==> src/rtl/rvfi_pkg.sv <==
// Shared RVFI types: the single-lane retirement packet and flat-bus lane slicing.
`ifndef RISCV_FORMAL_XLEN
`define RISCV_FORMAL_XLEN 32
`endif
`ifndef RISCV_FORMAL_NRET
`define RISCV_FORMAL_NRET 1
`endif

package rvfi_pkg;

  localparam int unsigned ORDER_W  = 8;
  localparam int unsigned ILEN     = 32;
  localparam int unsigned PKT_XLEN = `RISCV_FORMAL_XLEN;

  // Packet widths follow the build-wide XLEN; module XLEN parameters must agree with it.
  typedef struct packed {
    logic [ORDER_W-1:0]    order;
    logic [ILEN-1:0]       insn;
    logic [4:0]            rs1_addr;
    logic [4:0]            rs2_addr;
    logic [4:0]            rd_addr;
    logic [PKT_XLEN-1:0]   pc_rdata;
    logic [PKT_XLEN-1:0]   post_pc;
    logic [PKT_XLEN-1:0]   rs1_rdata;
    logic [PKT_XLEN-1:0]   rs2_rdata;
    logic [PKT_XLEN-1:0]   rd_wdata;
    logic                  trap;
    logic [PKT_XLEN-1:0]   mem_addr;
    logic [PKT_XLEN/8-1:0] mem_rmask;
    logic [PKT_XLEN/8-1:0] mem_wmask;
    logic [PKT_XLEN-1:0]   mem_rdata;
    logic [PKT_XLEN-1:0]   mem_wdata;
  } rvfi_pkt_t;

  // LSB of lane `lane` in a flat bus whose per-lane field is `width` bits wide.
  function automatic int lane_lsb(input int lane, input int width);
    return lane * width;
  endfunction

endpackage

==> src/rtl/rvfi_lane_pick.sv <==
// Combinational one-hot select of the lowest candidate lane whose order equals target_i.
// Zero latency, no flow control.
module rvfi_lane_pick
  import rvfi_pkg::*;
#(
  parameter int NRET = 1
) (
  input  logic [NRET-1:0]         cand_i,
  input  logic [NRET*ORDER_W-1:0] order_i,
  input  logic [ORDER_W-1:0]      target_i,
  output logic [NRET-1:0]         sel_o
);

  always_comb begin
    sel_o = '0;
    for (int i = NRET - 1; i >= 0; i--) begin
      if (cand_i[i] && (order_i[lane_lsb(i, ORDER_W) +: ORDER_W] == target_i)) begin
        sel_o    = '0;
        sel_o[i] = 1'b1;
      end
    end
  end

endmodule

==> src/rtl/rvfi_reorder.sv <==
// Reorders NRET-wide out-of-order RVFI retirements into one in-order packet per cycle.
// 1-cycle latency for the expected order; no backpressure: overflow is flagged and dropped.
module rvfi_reorder
  import rvfi_pkg::*;
#(
  parameter int XLEN  = `RISCV_FORMAL_XLEN,
  parameter int NRET  = `RISCV_FORMAL_NRET,
  parameter int DEPTH = 8
) (
  input  logic                     clk,
  input  logic                     resetn,
  input  logic [NRET-1:0]          rvfi_valid,
  input  logic [NRET*ORDER_W-1:0]  rvfi_order,
  input  logic [NRET*ILEN-1:0]     rvfi_insn,
  input  logic [NRET*5-1:0]        rvfi_rs1_addr,
  input  logic [NRET*5-1:0]        rvfi_rs2_addr,
  input  logic [NRET*5-1:0]        rvfi_rd_addr,
  input  logic [NRET*XLEN-1:0]     rvfi_pc_rdata,
  input  logic [NRET*XLEN-1:0]     rvfi_post_pc,
  input  logic [NRET*XLEN-1:0]     rvfi_rs1_rdata,
  input  logic [NRET*XLEN-1:0]     rvfi_rs2_rdata,
  input  logic [NRET*XLEN-1:0]     rvfi_rd_wdata,
  input  logic [NRET-1:0]          rvfi_trap,
  input  logic [NRET*XLEN-1:0]     rvfi_mem_addr,
  input  logic [NRET*XLEN/8-1:0]   rvfi_mem_rmask,
  input  logic [NRET*XLEN/8-1:0]   rvfi_mem_wmask,
  input  logic [NRET*XLEN-1:0]     rvfi_mem_rdata,
  input  logic [NRET*XLEN-1:0]     rvfi_mem_wdata,
  output logic                     out_valid,
  output logic [ORDER_W-1:0]       out_order,
  output logic [ILEN-1:0]          out_insn,
  output logic [4:0]               out_rs1_addr,
  output logic [4:0]               out_rs2_addr,
  output logic [4:0]               out_rd_addr,
  output logic [XLEN-1:0]          out_pc_rdata,
  output logic [XLEN-1:0]          out_post_pc,
  output logic [XLEN-1:0]          out_rs1_rdata,
  output logic [XLEN-1:0]          out_rs2_rdata,
  output logic [XLEN-1:0]          out_rd_wdata,
  output logic                     out_trap,
  output logic [XLEN-1:0]          out_mem_addr,
  output logic [XLEN/8-1:0]        out_mem_rmask,
  output logic [XLEN/8-1:0]        out_mem_wmask,
  output logic [XLEN-1:0]          out_mem_rdata,
  output logic [XLEN-1:0]          out_mem_wdata,
  output logic [$clog2(DEPTH):0]   occupancy,
  output logic                     err_dup,
  output logic                     err_window
);

  localparam int IW = $clog2(DEPTH);
  localparam int MW = XLEN / 8;

  logic [DEPTH-1:0]   slot_vld_q, slot_vld_d;
  rvfi_pkt_t          slot_q [DEPTH];
  logic [ORDER_W-1:0] expected_q, expected_d;
  logic               out_vld_q, out_vld_d;
  rvfi_pkt_t          out_q, out_d;
  logic [IW:0]        occ_q, occ_d;
  logic               err_dup_q, err_dup_d;
  logic               err_win_q, err_win_d;

  rvfi_pkt_t          lane_pkt [NRET];
  logic [NRET-1:0]    acc, dup, win_err, wr;
  logic [NRET-1:0]    byp_sel;
  rvfi_pkt_t          byp_pkt;
  logic [IW-1:0]      head_idx;
  logic               head_vld, byp_hit;

  for (genvar g = 0; g < NRET; g++) begin : g_lane
    logic [ORDER_W-1:0] diff;
    logic               in_win, occ_hit, lower_hit;
    logic [NRET-1:0]    lower_sel;

    assign lane_pkt[g] = '{
      order:     rvfi_order[lane_lsb(g, ORDER_W) +: ORDER_W],
      insn:      rvfi_insn[lane_lsb(g, ILEN) +: ILEN],
      rs1_addr:  rvfi_rs1_addr[lane_lsb(g, 5) +: 5],
      rs2_addr:  rvfi_rs2_addr[lane_lsb(g, 5) +: 5],
      rd_addr:   rvfi_rd_addr[lane_lsb(g, 5) +: 5],
      pc_rdata:  rvfi_pc_rdata[lane_lsb(g, XLEN) +: XLEN],
      post_pc:   rvfi_post_pc[lane_lsb(g, XLEN) +: XLEN],
      rs1_rdata: rvfi_rs1_rdata[lane_lsb(g, XLEN) +: XLEN],
      rs2_rdata: rvfi_rs2_rdata[lane_lsb(g, XLEN) +: XLEN],
      rd_wdata:  rvfi_rd_wdata[lane_lsb(g, XLEN) +: XLEN],
      trap:      rvfi_trap[g],
      mem_addr:  rvfi_mem_addr[lane_lsb(g, XLEN) +: XLEN],
      mem_rmask: rvfi_mem_rmask[lane_lsb(g, MW) +: MW],
      mem_wmask: rvfi_mem_wmask[lane_lsb(g, MW) +: MW],
      mem_rdata: rvfi_mem_rdata[lane_lsb(g, XLEN) +: XLEN],
      mem_wdata: rvfi_mem_wdata[lane_lsb(g, XLEN) +: XLEN]
    };

    // Mod-256 distance from the head of the window decides in/out of window.
    assign diff    = lane_pkt[g].order - expected_q;
    assign in_win  = diff < ORDER_W'(DEPTH);
    assign occ_hit = slot_vld_q[lane_pkt[g].order[IW-1:0]];

    rvfi_lane_pick #(.NRET(NRET)) u_dup_pick (
      .cand_i   (rvfi_valid & ~({NRET{1'b1}} << g)),
      .order_i  (rvfi_order),
      .target_i (lane_pkt[g].order),
      .sel_o    (lower_sel)
    );
    assign lower_hit = |lower_sel;

    assign acc[g]     = rvfi_valid[g] & in_win & ~occ_hit & ~lower_hit;
    assign dup[g]     = rvfi_valid[g] & in_win & (occ_hit | lower_hit);
    assign win_err[g] = rvfi_valid[g] & ~in_win;
    assign wr[g]      = acc[g] & ~byp_sel[g];
  end

  rvfi_lane_pick #(.NRET(NRET)) u_byp_pick (
    .cand_i   (acc),
    .order_i  (rvfi_order),
    .target_i (expected_q),
    .sel_o    (byp_sel)
  );

  assign byp_hit  = |byp_sel;
  assign head_idx = expected_q[IW-1:0];
  assign head_vld = slot_vld_q[head_idx];

  always_comb begin
    byp_pkt = '0;
    for (int i = 0; i < NRET; i++) begin
      if (byp_sel[i]) byp_pkt = lane_pkt[i];
    end
  end

  // A buffered head and a bypass lane are mutually exclusive: that lane would be a dup.
  always_comb begin
    out_vld_d  = head_vld | byp_hit;
    out_d      = out_q;
    expected_d = expected_q;
    if (head_vld) begin
      out_d      = slot_q[head_idx];
      expected_d = expected_q + 1'b1;
    end else if (byp_hit) begin
      out_d      = byp_pkt;
      expected_d = expected_q + 1'b1;
    end
  end

  always_comb begin
    slot_vld_d = slot_vld_q;
    if (head_vld) slot_vld_d[head_idx] = 1'b0;
    for (int i = 0; i < NRET; i++) begin
      if (wr[i]) slot_vld_d[lane_pkt[i].order[IW-1:0]] = 1'b1;
    end
  end

  always_comb begin
    occ_d = '0;
    for (int s = 0; s < DEPTH; s++) begin
      occ_d = occ_d + (IW+1)'(slot_vld_d[s]);
    end
  end

  assign err_dup_d = err_dup_q | (|dup);
  assign err_win_d = err_win_q | (|win_err);

  always_ff @(posedge clk) begin
    for (int i = 0; i < NRET; i++) begin
      if (wr[i]) slot_q[lane_pkt[i].order[IW-1:0]] <= lane_pkt[i];
    end
  end

  always_ff @(posedge clk or negedge resetn) begin
    if (!resetn) begin
      slot_vld_q <= '0;
      expected_q <= '0;
      out_vld_q  <= 1'b0;
      out_q      <= '0;
      occ_q      <= '0;
      err_dup_q  <= 1'b0;
      err_win_q  <= 1'b0;
    end else begin
      slot_vld_q <= slot_vld_d;
      expected_q <= expected_d;
      out_vld_q  <= out_vld_d;
      out_q      <= out_d;
      occ_q      <= occ_d;
      err_dup_q  <= err_dup_d;
      err_win_q  <= err_win_d;
    end
  end

  assign out_valid     = out_vld_q;
  assign out_order     = out_q.order;
  assign out_insn      = out_q.insn;
  assign out_rs1_addr  = out_q.rs1_addr;
  assign out_rs2_addr  = out_q.rs2_addr;
  assign out_rd_addr   = out_q.rd_addr;
  assign out_pc_rdata  = out_q.pc_rdata;
  assign out_post_pc   = out_q.post_pc;
  assign out_rs1_rdata = out_q.rs1_rdata;
  assign out_rs2_rdata = out_q.rs2_rdata;
  assign out_rd_wdata  = out_q.rd_wdata;
  assign out_trap      = out_q.trap;
  assign out_mem_addr  = out_q.mem_addr;
  assign out_mem_rmask = out_q.mem_rmask;
  assign out_mem_wmask = out_q.mem_wmask;
  assign out_mem_rdata = out_q.mem_rdata;
  assign out_mem_wdata = out_q.mem_wdata;
  assign occupancy     = occ_q;
  assign err_dup       = err_dup_q;
  assign err_window    = err_win_q;

endmodule
==> config.mk <==
export PLATFORM = sky130hd
export DESIGN_NAME = rvfi_reorder
export DESIGN_NICKNAME = d
export VERILOG_FILES = /design/src/rtl/rvfi_pkg.sv /design/src/rtl/rvfi_lane_pick.sv /design/src/rtl/rvfi_reorder.sv
export SDC_FILE = /design/constraint.sdc
export NUM_CORES = 2
export LEC_CHECK = 0
export CAP_MARGIN = 20
export CORE_UTILIZATION = 53
export DETAILED_ROUTE_END_ITERATION = 7
export PLACE_DENSITY_LB_ADDON = 0.15
export SKIP_LAST_GASP = 1
export SYNTH_ARGS = -nofsm -noshare
export SYNTH_HDL_FRONTEND = slang
export SYNTH_SLANG_ARGS = --single-unit
==> constraint.sdc <==
create_clock -name clk -period 37.5 [get_ports clk]
set_clock_uncertainty 0.1 [all_clocks]
set_input_delay 5.625 -clock clk [delete_from_list [all_inputs] [get_ports clk]]
set_output_delay 5.625 -clock clk [all_outputs]
set_load 0.03 [all_outputs]
==> out/qor.yml <==
grt_overflow: 0
place.gp.congestion: 0.8317
synthFlopType: "edfxtp_1"
setup_violations: 0
hold_class: "reg -> reg"
vdd_drop_max_mv: 0.08078
die_y_um: 459.0
slew-limit-headroom_pct: 12.81
clock-root-buffer: "clkbuf_16"
ant_nets: 0
synth_area_leader_cell: "edfxtp_1"
grt_antenna_before_repair: 30
synth-seq-cells: 2903
drtIter0Drc: 7524
die_width_um: 459.0
clk_latency_ns: 0.94
synth_nets: 7231
rows: 167
p_leak_nw: 42.49
required_ns: 37.92
timing.setup.tns_ns: 0
hpwl_um: 159300
cts_resized: 0
synth-edff-count: 2560
grt_pass1_vias: 65410
ys_types: 64
layout-drive-gt1-share_pct: 11.44
cts_setup_buffers: 0
path_max_fanout: 135
cts.htree.levels: 5
crit_arrival_ns: 11.59
critPathCaptureType: "register"
hold_viol_final: 0
cap_violations: 0
cts_buffers: 308
grt_max_degree: 172
finalWirelength_um: 307100
grt_pass1_wl_um: 443600
cts_num_sinks: 2903
start_util_pct: 53.39
syn-cell-area_um2: 110700
clk_pin_slew_ns: 0.06
fin_crit_sh_pct: 29.78
area_growth_pct: 17.19
drt_pass1_iterations: 8
postSynthAreaPerCell_um2: 16.06
synth_top_cell_area_share_pct: 69.46
synth.area.top_cells: "edfxtp_1 (69%), dfrtp_1 (7.8%), mux2_2 (2.9%), nand2_1 (2.4%), a221oi_1 (2.3%)"
io_pins: 650
rsz0062_at_grt: "false"
worst-setup-path-type: "in -> reg"
hold_buffers: 0
cellPowerDensity_nw_per_um2: 70.61
cts_buffer_depth: 4
grt.total_usage_pct: 28.65
min_period_ns: 11.17
core-area_um2: 207300
vias: 66470
mostFrequentLayoutCell: "edfxtp_1"
yosysSeqAreaShare_pct: 77.22
synth_cells: 6893
outcome: "finished, final reports clean"
wl_per_cell_um: 29.23
pre_cts_slack_ns: 25.31
via_per_inst: 6.326
die_area_um2: 210600
ys_warn_count: 0
slew_violations: 0
cts_tree: "yes"
reg2reg_slack_ns: 30.68
final_nets: 7801
portBuffers: 649
worstMarginPinSlew_ns: 1.308
max_freq_ghz: 0.08954
worstSetupStartpointType: "input pin"
route.detailed.drc: 0
final_cell_mix: "edfxtp_1 (2560), nand2_1 (707), clkdlybuf4s50_1 (648)"
async_flop_share_pct: 11.82
setup_ws_ns: 26.33
==> worst paths after layout <==
path,startpoint,endpoint,cells after the start
worst min register to register,expected_q[4],expected_q[4],1
worst min-delay path,expected_q[4],expected_q[4],1
worst max-delay path,rvfi_order[2],slot_q[4][176],11
max in group asynchronous,resetn,expected_q[0],3
min in group asynchronous,resetn,out_mem_addr[0],1
worst max register to register,expected_q[2],slot_q[4][176],11
==> final cells by class <==
type	count	area [µm²]
Timing Repair Buffer	763	7640
Clock inverter	105	952.2
Fill cell	14970	77590
Clock buffer	441	8841
Tap cell	2788	3488
Sequential cell	2903	85470
Antenna cell	20	50.05
Multi-Input combinational cell	3471	23180
Inverter	16	67.56
==> synthesized netlist by cell type (5+ instances only) <==
| cell | count |
|---|---|
| o22ai_1 | 51 |
| o2111ai_1 | 6 |
| mux4_2 | 14 |
| a211oi_1 | 77 |
| ha_1 | 11 |
| o2111a_1 | 10 |
| buf_4 | 26 |
| and3_1 | 10 |
| a31oi_1 | 330 |
| nor2_1 | 338 |
| a221o_1 | 30 |
| dfrtp_1 | 343 |
| xnor2_1 | 7 |
| a2111oi_0 | 19 |
| a222oi_1 | 24 |
| buf_1 | 63 |
| o21ai_0 | 82 |
| a22o_1 | 136 |
| inv_1 | 14 |
| nand2_1 | 707 |
| buf_2 | 104 |
| mux2_2 | 284 |
| clkbuf_1 | 303 |
| a22oi_1 | 303 |
| a21oi_1 | 292 |
| nand3_1 | 17 |
| a221oi_1 | 290 |
| nand2b_1 | 6 |
| nor2b_1 | 5 |
| nor3_1 | 145 |
| mux2i_1 | 217 |
| edfxtp_1 | 2560 |
| nand4_1 | 10 |
==> state kept, by name (all words and copies together) (netlist names), 5 cells and up <==
signal         count
slot_q          2560
out_insn          32
out_mem_addr      32
out_mem_rdata     32
out_mem_wdata     32
out_pc_rdata      32
out_post_pc       32
out_rd_wdata      32
out_rs1_rdata     32
out_rs2_rdata     32
expected_q         8
out_order          8
slot_vld_q         8
out_rd_addr        5
out_rs1_addr       5
out_rs2_addr       5
==> metal layers <==
metal	up-vias	wire length, µm	GRT usage, %	part of all wire (%)
met4	14	10250	10.07	3.3
li1	28480	-	-	-
met3	483	26720	5.194	8.7
met5	-	90	0	0.029
met1	34380	125500	40.26	41
met2	3121	144500	45.21	47
==> stage by stage <==
step                power (W)  std cells  cell area, µm²  hold WS (ns)  util, %
floorplan            0.005257       6893          110700        0.3670        -
global placement     0.006229       9939          119800        0.3908    57.80
detailed placement   0.006254       9940          119800        0.3889    57.81
CTS                  0.009193      10490          129600        0.4010    62.53
global route         0.009476      10500          129700        0.4273    62.56
finish               0.009158      10510          129700        0.4146    62.57
==> kinds of logic (layout without fill, tap and decap cells) <==
logic type	after synthesis	in the layout	share of synthesized area, %
other cells	0	20	0
compound gates	1671	1671	10.73
mux	516	516	5.151
flops	2903	2903	77.22
buf+inv	519	1325	2.010
xor+xnor	11	11	0.08705
fa+ha+maj	15	15	0.1967
simple gates	1258	1258	4.602
==> worst max-delay path, cell delays in order <==
cell	delay [ns]
clkdlybuf4s50_1	1.13
ha_1	0.41
nor2_1	0.16
a21o_1	0.17
o211ai_1	0.09
nor4bb_1	0.14
or4_1	0.95
nor3_2	0.38
buf_12	0.61
buf_12	0.74
buf_4	0.91
==> power by group <==
| part | switching, W | total (W) | internal, W |
|---|---|---|---|
| Combinational | 0.00145 | 0.00230 | 0.000841 |
| Clock | 0.00120 | 0.00295 | 0.00175 |
| Sequential | 0.000201 | 0.00391 | 0.00371 |
(Power assumes the default switching activity.)
